==> src/rtl/bp_pkg.sv <==
// Shared types and helpers for the gshare predictor: saturating counter arithmetic
// and the BTB entry layout.
package bp_pkg;

   localparam int CTR_W_MAX   = 32;
   // Widest tag a BTB can need (2-entry BTB); narrower tags are zero-extended into it.
   localparam int BTB_TAG_MAX = 29;

   function automatic logic [CTR_W_MAX-1:0] ctr_max(input int width);
      return (width >= CTR_W_MAX) ? {CTR_W_MAX{1'b1}} : ((32'd1 << width) - 32'd1);
   endfunction

   function automatic logic [CTR_W_MAX-1:0] sat_inc(input logic [CTR_W_MAX-1:0] value,
                                                    input int width);
      return (value >= ctr_max(width)) ? ctr_max(width) : value + 32'd1;
   endfunction

   function automatic logic [CTR_W_MAX-1:0] sat_dec(input logic [CTR_W_MAX-1:0] value,
                                                    input int width);
      return (value == '0) ? '0 : value - 32'd1;
   endfunction

   // Weakly-not-taken: 2^(width-1)-1, i.e. the largest value whose MSB is clear.
   function automatic logic [CTR_W_MAX-1:0] wnt_init(input int width);
      return ctr_max(width) >> 1;
   endfunction

   typedef struct packed {
      logic                   valid;
      logic [BTB_TAG_MAX-1:0] tag;
      logic [31:0]            target;
   } btb_entry_t;

endpackage

==> src/rtl/branch_predictor_gshare_if.sv <==
// Fetch-side prediction and execute-side resolution signals of the gshare predictor.
// Signal suffixes are named from the predictor's point of view.
interface branch_predictor_gshare_if #(
   parameter int GHR_BITS = 8
) ();

   logic                fetch_valid_i;
   logic [31:0]         fetch_pc_i;
   logic                predict_taken_o;
   logic [31:0]         predict_target_o;
   logic                btb_hit_o;
   logic [GHR_BITS-1:0] predict_ghr_o;
   logic                execute_valid_i;
   logic [31:0]         execute_pc_i;
   logic [GHR_BITS-1:0] execute_ghr_i;
   logic                execute_taken_i;
   logic [31:0]         execute_target_i;
   logic                execute_mispredict_i;

   modport master (
      output fetch_valid_i, fetch_pc_i,
      output execute_valid_i, execute_pc_i, execute_ghr_i,
      output execute_taken_i, execute_target_i, execute_mispredict_i,
      input  predict_taken_o, predict_target_o, btb_hit_o, predict_ghr_o
   );

   modport slave (
      input  fetch_valid_i, fetch_pc_i,
      input  execute_valid_i, execute_pc_i, execute_ghr_i,
      input  execute_taken_i, execute_target_i, execute_mispredict_i,
      output predict_taken_o, predict_target_o, btb_hit_o, predict_ghr_o
   );

endinterface

==> src/rtl/branch_target_buffer.sv <==
// Direct-mapped branch target buffer: combinational lookup, one write port that
// overwrites whatever occupies the slot. Reads never see a same-cycle write.
module branch_target_buffer
   import bp_pkg::*;
#(
   parameter int BTB_ENTRIES = 64
) (
   input  logic        clk,
   input  logic        rst_n,
   input  logic [31:0] rd_pc_i,
   output logic        hit_o,
   output logic [31:0] target_o,
   input  logic        wr_en_i,
   input  logic [31:0] wr_pc_i,
   input  logic [31:0] wr_target_i
);

   localparam int IW = $clog2(BTB_ENTRIES);

   btb_entry_t    btb_q [BTB_ENTRIES];
   btb_entry_t    rd_entry;
   btb_entry_t    wr_entry;
   logic [IW-1:0] rd_idx;
   logic [IW-1:0] wr_idx;
   logic          unused_pc_bits;

   assign rd_idx   = rd_pc_i[IW+1:2];
   assign wr_idx   = wr_pc_i[IW+1:2];
   assign rd_entry = btb_q[rd_idx];
   assign hit_o    = rd_entry.valid && (rd_entry.tag == BTB_TAG_MAX'(rd_pc_i[31:IW+2]));
   assign target_o = rd_entry.target;

   assign wr_entry = '{valid: 1'b1, tag: BTB_TAG_MAX'(wr_pc_i[31:IW+2]), target: wr_target_i};

   // Instruction alignment makes the low PC bits meaningless here.
   assign unused_pc_bits = ^{rd_pc_i[1:0], wr_pc_i[1:0]};

   always_ff @(posedge clk) begin
      if (!rst_n) begin
         // NOTE: only the valid bits get a reset value; tag and target are ignored until valid is set.
         for (int i = 0; i < BTB_ENTRIES; i++) begin
            btb_q[i].valid <= 1'b0;
         end
      end else if (wr_en_i) begin
         btb_q[wr_idx] <= wr_entry;
      end
   end

endmodule

==> src/rtl/branch_predictor_gshare.sv <==
// Gshare direction predictor plus BTB target lookup for fetch, trained and
// history-repaired by resolved branches from execute.
module branch_predictor_gshare
   import bp_pkg::*;
#(
   parameter int PHT_ENTRIES = 256,
   parameter int CTR_BITS    = 2,
   parameter int GHR_BITS    = 8,
   parameter int BTB_ENTRIES = 64
) (
   input logic                      clk,
   input logic                      rst_n,
   branch_predictor_gshare_if.slave bp
);

   localparam int                  IDX     = $clog2(PHT_ENTRIES);
   localparam logic [CTR_BITS-1:0] CTR_WNT = CTR_BITS'(wnt_init(CTR_BITS));

   logic [CTR_BITS-1:0] pht_q [PHT_ENTRIES];
   logic [GHR_BITS-1:0] ghr_q;
   logic [GHR_BITS-1:0] ghr_d;
   logic [IDX-1:0]      fetch_idx;
   logic [IDX-1:0]      exec_idx;
   logic [CTR_BITS-1:0] fetch_ctr;
   logic [CTR_BITS-1:0] exec_ctr_d;
   logic                btb_hit;
   logic [31:0]         btb_target;
   logic                predict_taken;

   branch_target_buffer #(
      .BTB_ENTRIES (BTB_ENTRIES)
   ) u_btb (
      .clk         (clk),
      .rst_n       (rst_n),
      .rd_pc_i     (bp.fetch_pc_i),
      .hit_o       (btb_hit),
      .target_o    (btb_target),
      .wr_en_i     (bp.execute_valid_i && bp.execute_taken_i),
      .wr_pc_i     (bp.execute_pc_i),
      .wr_target_i (bp.execute_target_i)
   );

   // Execute indexes with the history its branch saw at fetch, not the current one.
   assign fetch_idx = bp.fetch_pc_i[IDX+1:2] ^ IDX'(ghr_q);
   assign exec_idx  = bp.execute_pc_i[IDX+1:2] ^ IDX'(bp.execute_ghr_i);
   assign fetch_ctr = pht_q[fetch_idx];

   assign predict_taken       = btb_hit && fetch_ctr[CTR_BITS-1];
   assign bp.btb_hit_o        = btb_hit;
   assign bp.predict_taken_o  = predict_taken;
   assign bp.predict_target_o = predict_taken ? btb_target : bp.fetch_pc_i + 32'd4;
   assign bp.predict_ghr_o    = ghr_q;

   assign exec_ctr_d = bp.execute_taken_i
                     ? CTR_BITS'(sat_inc(CTR_W_MAX'(pht_q[exec_idx]), CTR_BITS))
                     : CTR_BITS'(sat_dec(CTR_W_MAX'(pht_q[exec_idx]), CTR_BITS));

   always_comb begin
      // NOTE: default first so every path assigns ghr_d and no latch is inferred.
      ghr_d = ghr_q;
      if (bp.execute_valid_i && bp.execute_mispredict_i) begin
         ghr_d = GHR_BITS'({bp.execute_ghr_i, bp.execute_taken_i});
      end else if (bp.fetch_valid_i && btb_hit) begin
         ghr_d = GHR_BITS'({ghr_q, predict_taken});
      end
   end

   always_ff @(posedge clk) begin
      // NOTE: non-blocking so every register samples pre-edge values (fetch never sees the update).
      if (!rst_n) begin
         ghr_q <= '0;
         for (int i = 0; i < PHT_ENTRIES; i++) begin
            pht_q[i] <= CTR_WNT;
         end
      end else begin
         ghr_q <= ghr_d;
         if (bp.execute_valid_i) begin
            pht_q[exec_idx] <= exec_ctr_d;
         end
      end
   end

endmodule

==> src/flat_wrapper.sv <==
// flat-port wrapper written by rule: the top's interface ports become plain ports
module branch_predictor_gshare_flat import bp_pkg::*;
#(
   parameter int PHT_ENTRIES = 256,
   parameter int CTR_BITS    = 2,
   parameter int GHR_BITS    = 8,
   parameter int BTB_ENTRIES = 64
)
  (clk, rst_n, bp_fetch_valid_i, bp_fetch_pc_i, bp_execute_valid_i, bp_execute_pc_i, bp_execute_ghr_i, bp_execute_taken_i, bp_execute_target_i, bp_execute_mispredict_i, bp_predict_taken_o, bp_predict_target_o, bp_btb_hit_o, bp_predict_ghr_o);
  branch_predictor_gshare_if #(.GHR_BITS(GHR_BITS)) bp_i ();
  input logic clk;
  input logic rst_n;
  input wire logic [$bits(bp_i.fetch_valid_i)-1:0] bp_fetch_valid_i;
  input wire logic [$bits(bp_i.fetch_pc_i)-1:0] bp_fetch_pc_i;
  input wire logic [$bits(bp_i.execute_valid_i)-1:0] bp_execute_valid_i;
  input wire logic [$bits(bp_i.execute_pc_i)-1:0] bp_execute_pc_i;
  input wire logic [$bits(bp_i.execute_ghr_i)-1:0] bp_execute_ghr_i;
  input wire logic [$bits(bp_i.execute_taken_i)-1:0] bp_execute_taken_i;
  input wire logic [$bits(bp_i.execute_target_i)-1:0] bp_execute_target_i;
  input wire logic [$bits(bp_i.execute_mispredict_i)-1:0] bp_execute_mispredict_i;
  output wire logic [$bits(bp_i.predict_taken_o)-1:0] bp_predict_taken_o;
  output wire logic [$bits(bp_i.predict_target_o)-1:0] bp_predict_target_o;
  output wire logic [$bits(bp_i.btb_hit_o)-1:0] bp_btb_hit_o;
  output wire logic [$bits(bp_i.predict_ghr_o)-1:0] bp_predict_ghr_o;
  assign bp_i.fetch_valid_i = bp_fetch_valid_i;
  assign bp_i.fetch_pc_i = bp_fetch_pc_i;
  assign bp_i.execute_valid_i = bp_execute_valid_i;
  assign bp_i.execute_pc_i = bp_execute_pc_i;
  assign bp_i.execute_ghr_i = bp_execute_ghr_i;
  assign bp_i.execute_taken_i = bp_execute_taken_i;
  assign bp_i.execute_target_i = bp_execute_target_i;
  assign bp_i.execute_mispredict_i = bp_execute_mispredict_i;
  assign bp_predict_taken_o = bp_i.predict_taken_o;
  assign bp_predict_target_o = bp_i.predict_target_o;
  assign bp_btb_hit_o = bp_i.btb_hit_o;
  assign bp_predict_ghr_o = bp_i.predict_ghr_o;
  branch_predictor_gshare #(.PHT_ENTRIES(PHT_ENTRIES), .CTR_BITS(CTR_BITS), .GHR_BITS(GHR_BITS), .BTB_ENTRIES(BTB_ENTRIES)) u_core (.clk(clk), .rst_n(rst_n), .bp(bp_i));
endmodule
==> config.mk <==
export PLATFORM = sky130hd
export DESIGN_NAME = branch_predictor_gshare_flat
export DESIGN_NICKNAME = d
export VERILOG_FILES = /design/src/rtl/bp_pkg.sv /design/src/rtl/branch_predictor_gshare_if.sv /design/src/rtl/branch_target_buffer.sv /design/src/rtl/branch_predictor_gshare.sv /design/src/flat_wrapper.sv
export SDC_FILE = /design/constraint.sdc
export NUM_CORES = 2
export LEC_CHECK = 0
export CAP_MARGIN = 20
export CORE_MARGIN = 3
export CORE_UTILIZATION = 55
export CTS_CLUSTER_SIZE = 12
export DETAILED_ROUTE_END_ITERATION = 8
export PLACE_DENSITY = 0.68
export SLEW_MARGIN = 5
export SYNTH_ARGS = -nofsm -noshare
export SYNTH_HDL_FRONTEND = slang
export SYNTH_MEMORY_MAX_BITS = 65536
export SYNTH_SLANG_ARGS = --single-unit
==> constraint.sdc <==
create_clock -name clk -period 14.46 [get_ports clk]
set_clock_uncertainty 0.05 [all_clocks]
set_input_delay 3.615 -clock clk [delete_from_list [all_inputs] [get_ports clk]]
set_output_delay 3.615 -clock clk [all_outputs]
set_load 0.1 [all_outputs]
==> flow_summary_export.csv <==
group,metric,value,unit
place,dpl.hpwl,271000,um
route,routedWlPerCell,39.0,um
cts,holdBufCountCts,0,
cts,clk_latency,1010,ps
floorplan,start_util,55.4,%
setup_path,slowest_stage,"nor4_1",
cts,max-clock-path-buffers,4,
cts,cts_buffers,420,
timing,hold_viol,0,
setup_path,worstPathRequired,10800,ps
timing,finalSetupTns,0,ps
timing,worstMarginPinSlew,1250,ps
route,drc,0,
route,viasPerCell,7.10,
timing,relSlewSlack,16.6,%
min_path,hold_class,"reg -> reg",
place,place_area,175000,um2
setup_path,path_max_fanout,87,
job,max-cap-violations,0,
layout,nNetsFinal,8501,
global_routing,grt_pass1_wl,691000,um
logic_synthesis,synthTopCellsByCount,"edfxtp_1 (4096), mux4_2 (1147), nand3_1 (299)",
layout,final_layout_size_suffix_gt1_share,25.8,%
cts,cts_resized,0,
global_routing,gr-usage-all-layers,31.6,%
floorplan,die_h,559,um
pwr,powerDensity,134,nW/um2
min_path,hold_depth,1,
cts,clock_sinks,4168,
setup_path,path_cells,"buf_8 > buf_4 > buf_4 > mux2i_1 > a22oi_1 > a21oi_1 > nor4_1 > o21ai_0 > a2111oi_1 > nand4_2 > nor3_2 > nor4b_4 > buf_12 > mux2i_1 > buf_12",
logic_synthesis,synthCells,8075,
cts,cts_tree,"built",
route,totalWireLength,497000,um
pwr,leakage,58.4,nW
place,gp_congestion,0.911,
logic_synthesis,syn-num-nets,8186,
layout,final_area,188000,um2
logic_synthesis,ys_async_sr_fraction,0,%
setup_path,max_stage_delay,990,ps
logic_synthesis,yosysSeqAreaShare,74.0,%
logic_synthesis,synthFlopType,"edfxtp_1",
logic_synthesis,synth.top_cells.by_area,"edfxtp_1 (73%), mux4_2 (15%), mux4_1 (1.2%)",
setup_path,r2r_cells,11,
floorplan,dieArea,313000,um2
timing,finalSetupViolCount,0,
setup_path,end_kind,"primary output",
route,drt-initial-drc-count,15000,
setup_path,path_depth,15,
logic_synthesis,synth_cell_types,99,
logic_synthesis,yosysWarnings,0,
route,firstDrtPassIters,8,
floorplan,io_pins,152,
floorplan,die_w,559,um
layout,areaGrowthSynthToFinish,11.8,%
setup_path,critPathArrivalTime,9170,ps
logic_synthesis,synth.most_common_cell,"edfxtp_1",
cts,clk_pin_slew,60,ps
cts,cts-root-buf,"clkbuf_16",
place,io_buffers,149,
pwr,ir_worst_vdd,0.106,mV
global_routing,grt_overflow,0,
logic_synthesis,synth_edf_count,4096,
setup_path,startpoint_type,"primary input",
cts,cts.htree.levels,5,
layout,nFillCells,20700,
cts,post_cts_buffers,0,
route,ant_nets,0,
logic_synthesis,yosys.area.top_type,"edfxtp_1",
setup_path,crit_family,"buffers and inverters",
floorplan,row_count,202,
timing,fin_crit,12830,ps
setup_path,path_buf_inv,5,
logic_synthesis,synth-seq-cells,4168,
layout,area.sequential,124000,um2
global_routing,grt_pass1_vias,88100,
logic_synthesis,syn_area,168000,um2
timing,rsz0062_at_grt,"no",
route,num_vias,90600,
timing,final.period_utilization,88.8,%
setup_path,worstSetupPathType,"in -> out",
timing,drv_slew,0,
run_status,status,"finished clean",
floorplan,coreArea,304000,um2
global_routing,antenna_found_initial,26,
global_routing,grt_max_degree,169,
timing,clock.fmax,0.0779,GHz
logic_synthesis,synth_top_area_share,73.1,%
layout,multiInputGateArea,41300,um2
logic_synthesis,syn_avg_cell_area,20.8,um2
==> path summary, 6_finish.rpt <==
path	slack [ps]	startpoint	endpoint
worst max-delay path	1630	bp_fetch_pc_i[3]	bp_predict_target_o[2]
worst min-delay path	400	u_core.u_btb.btb_q[46][56]	u_core.u_btb.btb_q[46][56]
worst max register to register	9360	u_core.pht_q[107][1]	u_core.pht_q[218][0]
worst min register to register	400	u_core.u_btb.btb_q[46][56]	u_core.u_btb.btb_q[46][56]
==> flip-flops by register name, summed over array words and instances, names as in the netlist <==
| register | flops |
|---|---|
| u_core.u_btb.btb_q | 3648 |
| u_core.bp.predict_ghr_o | 8 |
| u_core.pht_q | 512 |
==> cells by family after synthesis <==
kind of cell / after synthesis / share of synthesized area [%]
buffers and inverters: 601 / 1.87
AOI/OAI and AO/OA: 655 / 2.51
and+or+nand+nor: 1112 / 3.18
muxes: 1464 / 18.1
adders and majority gates: 2 / 0.0134
DFF: 4168 / 74.0
xor gates and xnor gates: 73 / 0.385
==> final cells by class <==
class | instances | area share [%]
clock buffer | 549 | 5.90
multi-input combinational | 3306 | 22.0
sequential | 4168 | 66.2
timing repair buffer | 479 | 2.43
tap | 4080 | 2.72
antenna | 11 | 0.0146
inverter | 15 | 0.0353
clock inverter | 142 | 0.739
==> per-stage QoR <==
step	util [%]	power (mW)	hold WS [ps]	setup slack, ps	std cells
2_1_floorplan	-	14.6	368	2260	8075
3_3_place_gp	57.7	15.2	374	1720	12000
3_5_place_dp	57.7	15.3	384	1740	12000
4_1_cts	61.8	25.2	397	1730	12700
5_1_grt	61.9	25.8	415	1470	12700
6_report	61.9	25.1	397	1630	12800
==> layer usage <==
layer | global-route usage, % | wire [um]
met2 | 48.2 | 231000
met3 | 7.31 | 60700
met5 | 0.107 | 147
met1 | 43.8 | 177000
met4 | 15.1 | 28000
==> layout by cell type (no fill, tap or decap), drive strengths merged, types with 11 or more instances in the layout <==
master | netlist | final
a211oi | 19 | 19
a21o | 68 | 68
a21oi | 49 | 49
a221oi | 25 | 25
a22oi | 67 | 67
a31oi | 18 | 18
a32oi | 20 | 20
and3 | 20 | 20
buf | 307 | 420
bufinv | 0 | 11
clkbuf | 275 | 550
clkdlybuf4s50 | 0 | 58
clkinv | 2 | 117
dfxtp | 72 | 72
diode | 0 | 11
edfxtp | 4096 | 4096
inv | 13 | 25
mux2 | 43 | 43
mux2i | 198 | 198
mux4 | 1223 | 1223
nand2 | 232 | 232
nand3 | 299 | 299
nand4 | 12 | 12
nor2 | 195 | 195
nor2b | 12 | 12
nor3 | 266 | 266
o21ai | 279 | 279
o22ai | 32 | 32
xnor2 | 49 | 49
xor2 | 24 | 24
==> where the power goes <==
part	switching [mW]	internal, mW	total (mW)	leakage (nW)
Sequential	0.0272	13.3	13.3	37.2
Clock	4.50	5.58	10.1	6.02
Combinational	1.10	0.606	1.71	15.1
Total	5.64	19.5	25.1	58.4
Note: power is estimated with default switching activity, not from simulation.
